<file path="src/rtl/register_bank_sequencer.sv">
// Single-word read/write sequencer for a bank of tri-state registers sharing D and Q buses.
// Optional write read-back verification is enabled by defining RDBACK_VERIFY_EN.
module register_bank_sequencer #(
  parameter int NrOfBits = 32,
  parameter int NrOfRegs = 8,
  parameter int AddrBits = 3
) (
  input  logic                Clock,
  input  logic                Reset,
  input  logic                Tick,
  input  logic                req_valid,
  output logic                req_ready,
  input  logic                req_we,
  input  logic [AddrBits-1:0] req_addr,
  input  logic [NrOfBits-1:0] req_wdata,
  output logic                rsp_valid,
  input  logic                rsp_ready,
  output logic [NrOfBits-1:0] rsp_rdata,
  output logic                rsp_err,
  output logic [NrOfBits-1:0] reg_d,
  output logic [NrOfRegs-1:0] reg_ce,
  output logic [NrOfRegs-1:0] reg_cs,
  input  logic [NrOfBits-1:0] bus_q
);

  typedef enum logic [2:0] {
    S_IDLE, S_WR, S_RD_SEL, S_RD_CAP, S_RESP
`ifdef RDBACK_VERIFY_EN
    , S_VFY_SEL, S_VFY_CAP
`endif
  } state_t;

  localparam logic [AddrBits:0] NREGS = NrOfRegs[AddrBits:0];

  state_t                state_q, state_d;
  logic [AddrBits-1:0]   addr_q, addr_d;
  logic [NrOfBits-1:0]   rdata_q, rdata_d;
  logic                  err_q, err_d;
  logic [NrOfBits-1:0]   regd_q, regd_d;
  logic [NrOfRegs-1:0]   sel;
  logic                  addr_oor;

  assign addr_oor = ({1'b0, req_addr} >= NREGS);

  always_ff @(posedge Clock or posedge Reset) begin
    if (Reset) begin
      state_q <= S_IDLE;
      addr_q  <= '0;
      rdata_q <= '0;
      err_q   <= 1'b0;
      regd_q  <= '0;
    end else begin
      state_q <= state_d;
      addr_q  <= addr_d;
      rdata_q <= rdata_d;
      err_q   <= err_d;
      regd_q  <= regd_d;
    end
  end

  // reg_d doubles as the latched write data, so read-back compares against it.
  always_comb begin
    state_d = state_q;
    addr_d  = addr_q;
    rdata_d = rdata_q;
    err_d   = err_q;
    regd_d  = regd_q;
    if (Tick) begin
      case (state_q)
        S_IDLE: begin
          if (req_valid) begin
            addr_d  = req_addr;
            rdata_d = '0;
            if (addr_oor) begin
              err_d   = 1'b1;
              state_d = S_RESP;
            end else begin
              err_d = 1'b0;
              if (req_we) begin
                regd_d  = req_wdata;
                state_d = S_WR;
              end else begin
                state_d = S_RD_SEL;
              end
            end
          end
        end
`ifdef RDBACK_VERIFY_EN
        S_WR:      state_d = S_VFY_SEL;
        S_VFY_SEL: state_d = S_VFY_CAP;
        S_VFY_CAP: begin
          rdata_d = bus_q;
          err_d   = (bus_q != regd_q);
          state_d = S_RESP;
        end
`else
        S_WR:      state_d = S_RESP;
`endif
        S_RD_SEL:  state_d = S_RD_CAP;
        S_RD_CAP: begin
          rdata_d = bus_q;
          state_d = S_RESP;
        end
        S_RESP: begin
          if (rsp_ready) state_d = S_IDLE;
        end
        default: state_d = S_IDLE;
      endcase
    end
  end

  always_comb begin
    sel = '0;
    for (int i = 0; i < NrOfRegs; i++) sel[i] = (addr_q == i[AddrBits-1:0]);
  end

  // Strobes decode straight from the state register so Reset drops them at once.
  always_comb begin
    reg_ce = '0;
    reg_cs = '0;
    case (state_q)
      S_WR:                reg_ce = sel;
      S_RD_SEL, S_RD_CAP:  reg_cs = sel;
`ifdef RDBACK_VERIFY_EN
      S_VFY_SEL, S_VFY_CAP: reg_cs = sel;
`endif
      default: ;
    endcase
  end

  assign req_ready = (state_q == S_IDLE);
  assign rsp_valid = (state_q == S_RESP);
  assign rsp_rdata = rdata_q;
  assign rsp_err   = err_q;
  assign reg_d     = regd_q;

endmodule

</file>
<file path="config.mk">
export PLATFORM = sky130hd
export DESIGN_NAME = register_bank_sequencer
export DESIGN_NICKNAME = d
export VERILOG_FILES = /design/src/rtl/register_bank_sequencer.sv
export SDC_FILE = /design/constraint.sdc
export NUM_CORES = 1
export LEC_CHECK = 0
export ABC_AREA = 1
export CORE_ASPECT_RATIO = 0.8
export CORE_MARGIN = 2
export CORE_UTILIZATION = 24
export CTS_CLUSTER_DIAMETER = 150
export DETAILED_ROUTE_END_ITERATION = 16
export GPL_ROUTABILITY_DRIVEN = 0
export PLACE_DENSITY = 0.51
export RECOVER_POWER = 50
export SYNTH_ARGS = -nofsm -noshare
export SYNTH_HDL_FRONTEND = slang
export SYNTH_SLANG_ARGS = --single-unit
</file>
<file path="constraint.sdc">
create_clock -name Clock -period 3.92 [get_ports Clock]
set_input_delay 0.784 -clock Clock [delete_from_list [all_inputs] [get_ports Clock]]
set_output_delay 0.784 -clock Clock [all_outputs]
set_load 0.005 [all_outputs]
</file>
==> impl_metrics.env, run 1 <==
export IMPL_post_route_util_pct=40.6
export IMPL_clk_pin_slew_ps=60
export IMPL_wl_mm=8.95
export IMPL_syn2layout_area_growth_pct=63.3
export IMPL_route_detailed_drc=0
export IMPL_setup_viol=0
export IMPL_post_cts_buffers=0
export IMPL_final_antenna_net_count=0
export IMPL_worstSetupPathType="reg -> out"
export IMPL_arrival_ps=1850
export IMPL_crit_buf_inv=2
export IMPL_grt_max_degree=42
export IMPL_crit_family="buffers and inverters"
export IMPL_synthTopCellsByCount="nand2_1, dfrtp_1, nand4_1"
export IMPL_die_area_um2=13700
export IMPL_cp_start_kind="flip-flop"
export IMPL_post_cts_resized=0
export IMPL_status="complete, but fails checks"
export IMPL_slowest_delay_ps=520
export IMPL_gr_usage_all_layers_pct=13.2
export IMPL_num_rows=36
export IMPL_endpoint="reg_ce[5]"
export IMPL_yosys_top_cells_area="dfrtp_1, nand2_1, nand4_1, nand3_1, nor2_1"
export IMPL_antenna_found_initial=0
export IMPL_regToRegEndpoint="rsp_rdata[17]"
export IMPL_yosysWarnings=0
export IMPL_powerDensity_nw_per_um2=645
export IMPL_vias_per_cell=4.20
export IMPL_synth_ff_latch_count=70
export IMPL_synth_most_common_cell="nand2_1"
export IMPL_synth_top_area_cell="dfrtp_1"
export IMPL_overflow=0
export IMPL_synth_nets=429
export IMPL_timing_rr_start="state_q[0]"
export IMPL_start_util_pct=24.9
export IMPL_synth_edf_count=0
export IMPL_worst_path_max_fanout=8
export IMPL_synth_ff_type="dfrtp_1"
export IMPL_diodes=0
export IMPL_postSynthAreaPerCell_um2=8.59
export IMPL_slew_headroom_pct=-4.61
export IMPL_timing_fmax_mhz=380
export IMPL_finalSetupTns_ps=0
export IMPL_tightestPinTransition_ps=1570
export IMPL_fp_coreArea_um2=12300
export IMPL_fp_dieW_um=130
export IMPL_dp_hpwl_mm=6.18
export IMPL_crit_start="state_q[2]"
export IMPL_drtPass1Iterations=4
export IMPL_drt_iter0_drc=138
export IMPL_required_ps=3140
export IMPL_cts_buffers=9
export IMPL_cts_sinks=70
export IMPL_worstSetupEndpointType="output port"
export IMPL_ys_seq_area_share_pct=57.3
export IMPL_slew_violations=30
export IMPL_cts_hold_buf=0
export IMPL_yosys_area_top_type_share_pct=57.3
export IMPL_rsz0062_at_grt="false"
export IMPL_period_minus_slack_ps=2630
export IMPL_drive_gt1_share_pct=5.10
export IMPL_syn_cell_area_um2=3060
export IMPL_ff2ff_path_depth=5
export IMPL_hold_path_class="reg -> reg"
export IMPL_r2r_slack_ps=1700
export IMPL_vias=2859
export IMPL_htree_levels=3
export IMPL_crit_cells=4
export IMPL_first_global_vias=2714
export IMPL_p_leak_nw=2.44
export IMPL_ys_async_sr_fraction_pct=100
export IMPL_clk_path_buf_depth=2
export IMPL_clock_root_buffer="clkbuf_16"
export IMPL_synthCells=356
export IMPL_synth_distinct_cells=19
export IMPL_die_y_um=105
export IMPL_clk_latency_ps=330
export IMPL_port_buffers=154
export IMPL_peakVddDrop_mv=0.241
export IMPL_fin_nets=578
export IMPL_cts_tree="yes"
export IMPL_maxCapViolCount=1
export IMPL_period_share_pct=67.1
export IMPL_worst_path_max_delay_cell="clkdlybuf4s50_1"
export IMPL_report_final_hold_viol_count=0
export IMPL_finClkSkew_ps=10.4
export IMPL_violations="capacitance limit, slew limit"
export IMPL_avgRoutedWirePerCell_um=13.1
export IMPL_grt_pass1_wl_mm=14.1
export IMPL_num_io_pins=156
export IMPL_crit_chain="inv_1, nand3_1, nor2_1, clkdlybuf4s50_1"
layer usage:
layer | GRT usage, % | vias up | share of wire, %
met2 | 17.9 | 127 | 41
met5 | 0 | - | 0
met1 | 18.9 | 1294 | 47
met3 | 5.43 | 7 | 11
li1 | - | 1431 | -
met4 | 3.69 | 0 | 0.60
cell usage in the layout (no fill, tap or decap):
cell and n:
dlygate4sd3_1 42, clkinvlp_4 2, o21ai_0 3, nor2_1 18
nor3_4 1, inv_1 11, nand2_4 2, clkinv_2 1
nand2_1 174, nor3_1 1, clkbuf_16 9, nand3_1 14
buf_4 3, bufinv_16 1, clkbuf_8 1, a21oi_1 2
clkinv_4 1, nand4_1 33, dfrtp_1 70, conb_1 1
clkbuf_1 2, nor2_4 2, nand3_2 2, inv_2 1
clkinv_1 1, clkdlybuf4s50_1 112
worst register-to-register path: stages (launching register included):
cell and delay [ps]:
dfrtp_1 470, nor2_4 190, nand3_2 560, nand3_2 740
nand2_1 130, nand2_1 80
worst min path at each step:
stage / from / endpoint / slack, ps / depth (start not counted)
global route: reg_d[4] / reg_d[4] / 490 / 2
floorplan: rsp_rdata[0] / rsp_rdata[0] / 470 / 2
CTS: rsp_rdata[13] / rsp_rdata[13] / 480 / 2
finish: rsp_rdata[16] / rsp_rdata[16] / 470 / 2
detailed placement: rsp_rdata[2] / rsp_rdata[2] / 460 / 2
global placement: rsp_rdata[31] / rsp_rdata[31] / 450 / 2
through the flow:
stage | power, W | worst slack (ps) | cell area [µm²] | cells | hold WS [ps]
finish | 0.00322 | 1290 | 5000 | 681 | 467
floorplan | 0.00174 | 1370 | 3060 | 356 | 465
detailed placement | 0.00250 | 1030 | 4700 | 665 | 462
global route | 0.00347 | 1130 | 5000 | 681 | 489
CTS | 0.00334 | 1270 | 5000 | 681 | 477
global placement | 0.00249 | 1060 | 4700 | 665 | 454
where the power goes:
part | leakage [nW] | internal, W | switching (W)
Sequential | 0.909 | 0.00101 | 0.000187
Clock | 0.142 | 0.000510 | 0.000305
Combinational | 1.39 | 0.000648 | 0.000568
Total | 2.44 | 0.00216 | 0.00106
cell families after synthesis:
logic type             count (synthesis)  synth area share, %
AND/OR/NAND/NOR                      247                 35.4
buffers and inverters                 33                 6.38
flip-flops                            70                 57.3
other                                  1                0.123
AO/OA/AOI/OAI                          5                0.818
sequential cells by signal, indices dropped and copies added, names as in the netlist:
register	cells
rsp_rdata	32
reg_d	32
state_q	3
addr_q	3
layout make-up:
type	count	area [µm²]
clock buffers	11	243
clock inverters	5	58.8
fillers	1246	7300
inverters	13	48.8
multi-input cells	253	1110
flip-flops and latches	70	1750
well taps	171	214
repair buffers	158	1570
No activity file was read; power rests on OpenSTA's default activity.
==> inputs of run 2 (changes only) <==
==> constraint.sdc (replaced) <==
create_clock -name Clock -period 2.5 [get_ports Clock]
set_input_delay 0.5 -clock Clock [delete_from_list [all_inputs] [get_ports Clock]]
set_output_delay 0.5 -clock Clock [all_outputs]
set_load 0.005 [all_outputs]
==> impl_metrics.env, run 2 (synthesis results as in run 1) <==
export IMPL_cp_start_kind="flip-flop"
export IMPL_clk_path_buf_depth=2
export IMPL_clock_root_buffer="clkbuf_16"
export IMPL_layout_commonest_cell="nand2_1"
export IMPL_die_area_um2=13700
export IMPL_rsz0062_at_grt="false"
export IMPL_first_global_vias=2845
export IMPL_clk_pin_slew_ps=50
export IMPL_wl_mm=9.34
export IMPL_cts_buffers=9
export IMPL_die_y_um=105
export IMPL_cts_sinks=70
export IMPL_fp_coreArea_um2=12300
export IMPL_overflow=0
export IMPL_worstSetupEndpointType="output port"
export IMPL_powerDensity_nw_per_um2=1040
export IMPL_dp_hpwl_mm=6.51
export IMPL_drtPass1Iterations=4
export IMPL_final_cell_mix="nand2_1, clkdlybuf4s50_1, dfrtp_1"
export IMPL_peakVddDrop_mv=0.389
export IMPL_grt_pass1_wl_mm=14.7
export IMPL_arrival_ps=1830
export IMPL_report_final_hold_viol_count=0
export IMPL_post_route_cell_area_um2=5020
export IMPL_period_share_pct=93.3
export IMPL_status="completed"
export IMPL_whs_path_depth=2
export IMPL_avgRoutedWirePerCell_um=13.7
export IMPL_cts_tree="yes"
export IMPL_worst_path_max_fanout=8
export IMPL_start_util_pct=24.9
export IMPL_tightestPinTransition_ps=955
export IMPL_route_detailed_drc=0
export IMPL_period_minus_slack_ps=2330
export IMPL_syn2layout_area_growth_pct=64.2
export IMPL_worstSetupPathType="reg -> out"
export IMPL_finClkSkew_ps=6.54
export IMPL_vias_per_cell=4.24
export IMPL_maxCapViolCount=0
export IMPL_drt_iter0_drc=129
export IMPL_slew_violations=0
export IMPL_gr_usage_all_layers_pct=13.8
export IMPL_timing_fmax_mhz=429
export IMPL_cts_hold_buf=0
export IMPL_clk_latency_ps=330
export IMPL_antenna_found_initial=0
export IMPL_p_leak_nw=2.43
export IMPL_dpl_cell_area_um2=4720
export IMPL_fillers=1224
export IMPL_post_cts_resized=0
export IMPL_slew_headroom_pct=36.4
export IMPL_num_io_pins=156
export IMPL_fp_dieW_um=130
export IMPL_post_cts_buffers=0
export IMPL_final_antenna_net_count=0
export IMPL_drive_gt1_share_pct=5.85
export IMPL_setup_viol=0
export IMPL_htree_levels=3
export IMPL_ff2ff_path_depth=6
export IMPL_finalSetupTns_ps=0
export IMPL_num_rows=36
export IMPL_grt_max_degree=38
export IMPL_diodes=0
export IMPL_required_ps=2000
export IMPL_fin_nets=581
export IMPL_port_buffers=154
export IMPL_vias=2900
export IMPL_hold_path_class="reg -> reg"
[run 2: worst max-delay path, cell delays in order (launching register included)]
cell and delay [ps]:
dfrtp_1 430, inv_2 140, nand3_1 250, nor2_1 170, clkdlybuf4s50_1 520
[run 2: final cells by class]
cell class | count | area (µm²) | area share (%)
Tap cell | 171 | 214 | 4.26
Clock buffer | 10 | 239 | 4.76
Clock inverter | 6 | 85.1 | 1.69
Multi-Input combinational cell | 253 | 1100 | 21.9
Inverter | 13 | 48.8 | 0.972
Sequential cell | 70 | 1750 | 34.9
Timing Repair Buffer | 161 | 1580 | 31.5
[run 2: where the power goes]
group	internal (W)	leakage [nW]	switching [W]
clock network	0.000897	0.154	0.000485
registers	0.00158	0.909	0.000296
logic	0.00107	1.37	0.000916
[run 2: worst paths after layout]
kind / start / end / slack, ps
max: state_q[1] / reg_ce[6] / 170
min: rsp_rdata[31] / rsp_rdata[31] / 470
max reg2reg: state_q[0] / reg_d[10] / 550
min reg2reg: rsp_rdata[31] / rsp_rdata[31] / 470
max in group asynchronous: Reset / state_q[1] / 960
min in group asynchronous: Reset / reg_d[16] / 890
[run 2: per-stage QoR]
stage | hold WS [ps] | util (%) | total power, W | setup WS (ps) | cells
after detailed placement | 458 | 38.4 | 0.00397 | 496 | 668
final | 466 | 40.8 | 0.00524 | 167 | 684
after global placement | 453 | 38.4 | 0.00395 | 516 | 668
after CTS | 473 | 41.0 | 0.00540 | 173 | 684
after floorplan | 465 | - | 0.00272 | 232 | 356
after global routing | 496 | 40.8 | 0.00563 | 50.5 | 684
[run 2: routing by layer]
metal	vias to the layer above	part of all wire, %	track usage, %
met5	-	0	0
met4	0	1.2	4.53
met3	11	10	5.48
met2	115	40	18.6
met1	1333	49	19.9
li1	1441	-	-
==> inputs of run 3 (changes only) <==
--- a/config.mk
+++ b/config.mk
@@ -7,12 +7,11 @@
 export LEC_CHECK = 0
 export ABC_AREA = 1
 export CORE_ASPECT_RATIO = 0.8
-export CORE_MARGIN = 2
+export CORE_MARGIN = 1
 export CORE_UTILIZATION = 24
-export CTS_CLUSTER_DIAMETER = 150
+export CTS_CLUSTER_DIAMETER = 50
 export DETAILED_ROUTE_END_ITERATION = 16
 export GPL_ROUTABILITY_DRIVEN = 0
-export PLACE_DENSITY = 0.51
 export RECOVER_POWER = 50
 export SYNTH_ARGS = -nofsm -noshare
 export SYNTH_HDL_FRONTEND = slang
==> impl_metrics.env, run 3 (synthesis results as in run 1) <==
export IMPL_status="complete, but fails checks"
export IMPL_violations="capacitance limit, slew limit"
export IMPL_post_cts_buffers=0
export IMPL_num_rows=36
export IMPL_fp_coreArea_um2=12300
export IMPL_report_final_hold_viol_count=0
export IMPL_die_area_um2=13200
export IMPL_slew_violations=71
export IMPL_power_frac_comb_pct=39.2
export IMPL_cts_hold_buf=0
export IMPL_clk_pin_slew_ps=50
export IMPL_vias_per_cell=4.33
export IMPL_hold_path_class="reg -> reg"
export IMPL_fp_dieW_um=128
export IMPL_route_detailed_drc=0
export IMPL_p_clk_share_pct=24.2
export IMPL_tightestPinTransition_ps=1620
export IMPL_regToRegEndpoint="reg_d[27]"
export IMPL_clk_path_buf_depth=2
export IMPL_avgRoutedWirePerCell_um=13.1
export IMPL_clk_latency_ps=330
export IMPL_whs_path_depth=2
export IMPL_drt_iter0_drc=97
export IMPL_worst_path_max_fanout=8
export IMPL_wl_mm=8.93
export IMPL_vias=2955
export IMPL_final_antenna_net_count=0
export IMPL_setup_viol=0
export IMPL_finClkSkew_ps=7.40
export IMPL_r2r_slack_ps=760
export IMPL_grt_pass1_wl_mm=14.1
export IMPL_layout_commonest_cell="nand2_1"
export IMPL_maxCapViolCount=1
export IMPL_ff2ff_path_depth=6
export IMPL_htree_levels=3
export IMPL_timing_fmax_mhz=424
export IMPL_p_switching_w=0.00165
export IMPL_cp_start_kind="flip-flop"
export IMPL_fillers=1242
export IMPL_fin_nets=580
export IMPL_p_leak_nw=2.43
export IMPL_dpl_cell_area_um2=4740
export IMPL_slew_headroom_pct=-7.71
export IMPL_start_util_pct=24.9
export IMPL_rsz0062_at_grt="false"
export IMPL_syn2layout_area_growth_pct=63.2
export IMPL_powerDensity_nw_per_um2=1020
export IMPL_power_frac_seq_pct=36.6
export IMPL_drtPass1Iterations=4
export IMPL_die_y_um=103
export IMPL_antenna_found_initial=0
export IMPL_cts_sinks=70
export IMPL_timing_rr_start="state_q[0]"
export IMPL_grt_max_degree=71
export IMPL_arrival_ps=1860
export IMPL_num_io_pins=156
export IMPL_switching_share_pct=32.5
export IMPL_final_cell_mix="nand2_1, clkdlybuf4s50_1, dfrtp_1"
export IMPL_worstSetupEndpointType="output port"
export IMPL_min_from="rsp_rdata[28]"
export IMPL_gr_usage_all_layers_pct=13.8
export IMPL_post_route_cell_area_um2=4990
export IMPL_worstSetupPathType="reg -> out"
export IMPL_period_minus_slack_ps=2360
export IMPL_drive_gt1_share_pct=5.09
export IMPL_hold_path_endpoint="rsp_rdata[28]"
export IMPL_finalSetupTns_ps=0
export IMPL_required_ps=2000
export IMPL_clock_root_buffer="clkbuf_16"
export IMPL_post_cts_resized=0
export IMPL_diodes=0
export IMPL_cts_tree="yes"
export IMPL_first_global_vias=2804
export IMPL_peakVddDrop_mv=0.287
export IMPL_port_buffers=154
export IMPL_overflow=0
export IMPL_cts_buffers=9
export IMPL_p_int_w=0.00343
export IMPL_dp_hpwl_mm=6.20
export IMPL_period_share_pct=94.4
-- run 3: changes by cell type in the layout (fill, tap and decap cells not counted), sizes merged --
cell / before / now
dlygate4sd3: 24 / 27
bufinv: 2 / 1
buf: 3 / 4
clkdlybuf4s50: 130 / 127
clkbuf: 14 / 13
inv: 13 / 12
clkinv: 2 / 4
clkinvlp: 2 / 0
-- run 3: power by group through the flow --
stage | clock network [W] | registers [W] | logic [W]
after CTS | 0.00128 | 0.00187 | 0.00209
after global routing | 0.00132 | 0.00192 | 0.00222
final | 0.00123 | 0.00186 | 0.00199
after floorplan | 0 | 0.00188 | 0.000838
after global placement | 0 | 0.00187 | 0.00207
after detailed placement | 0 | 0.00188 | 0.00209
-- run 3: cell type report --
type / instances / area, µm² / share of cell area (%)
tap: 171 / 214 / 4.29
multi-input combinational: 253 / 1100 / 22.1
sequential: 70 / 1750 / 35.1
inverter: 13 / 48.8 / 0.977
clock buffer: 11 / 233 / 4.66
timing repair buffer: 160 / 1590 / 31.9
clock inverter: 4 / 48.8 / 0.977
-- run 3: worst max-delay path by stage --
stage	start	end	slack, ps
6_report	state_q[2]	reg_ce[4]	140
3_5_place_dp	Tick	reg_d[25]	440
2_1_floorplan	Reset	addr_q[0]	230
4_1_cts	state_q[2]	reg_ce[4]	130
3_3_place_gp	Tick	reg_d[25]	460
5_1_grt	state_q[2]	reg_ce[5]	30
-- run 3: layer usage --
layer | GRT usage [%] | part of all wire (%) | wire length (µm)
met5 | 0 | 0 | 0
met2 | 20.3 | 41 | 3670
met4 | 4.34 | 1.0 | 91
met1 | 17.7 | 45 | 4030
met3 | 6.75 | 13 | 1140
-- run 3: metrics by stage --
stage	utilization [%]	setup slack [ps]	total power, W	hold WS (ps)	cells
after CTS	40.8	132	0.00524	472	682
after global placement	38.5	462	0.00394	454	667
after floorplan	-	232	0.00272	465	356
final	40.6	141	0.00507	467	682
after global routing	40.6	32.6	0.00546	478	682
after detailed placement	38.5	438	0.00396	459	667
-- run 3: worst max-delay path, cell delays in order, from the launching register on --
cell and delay (ps):
dfrtp_1 440, inv_1 140, nand3_1 250, nor2_1 170
clkdlybuf4s50_1 530
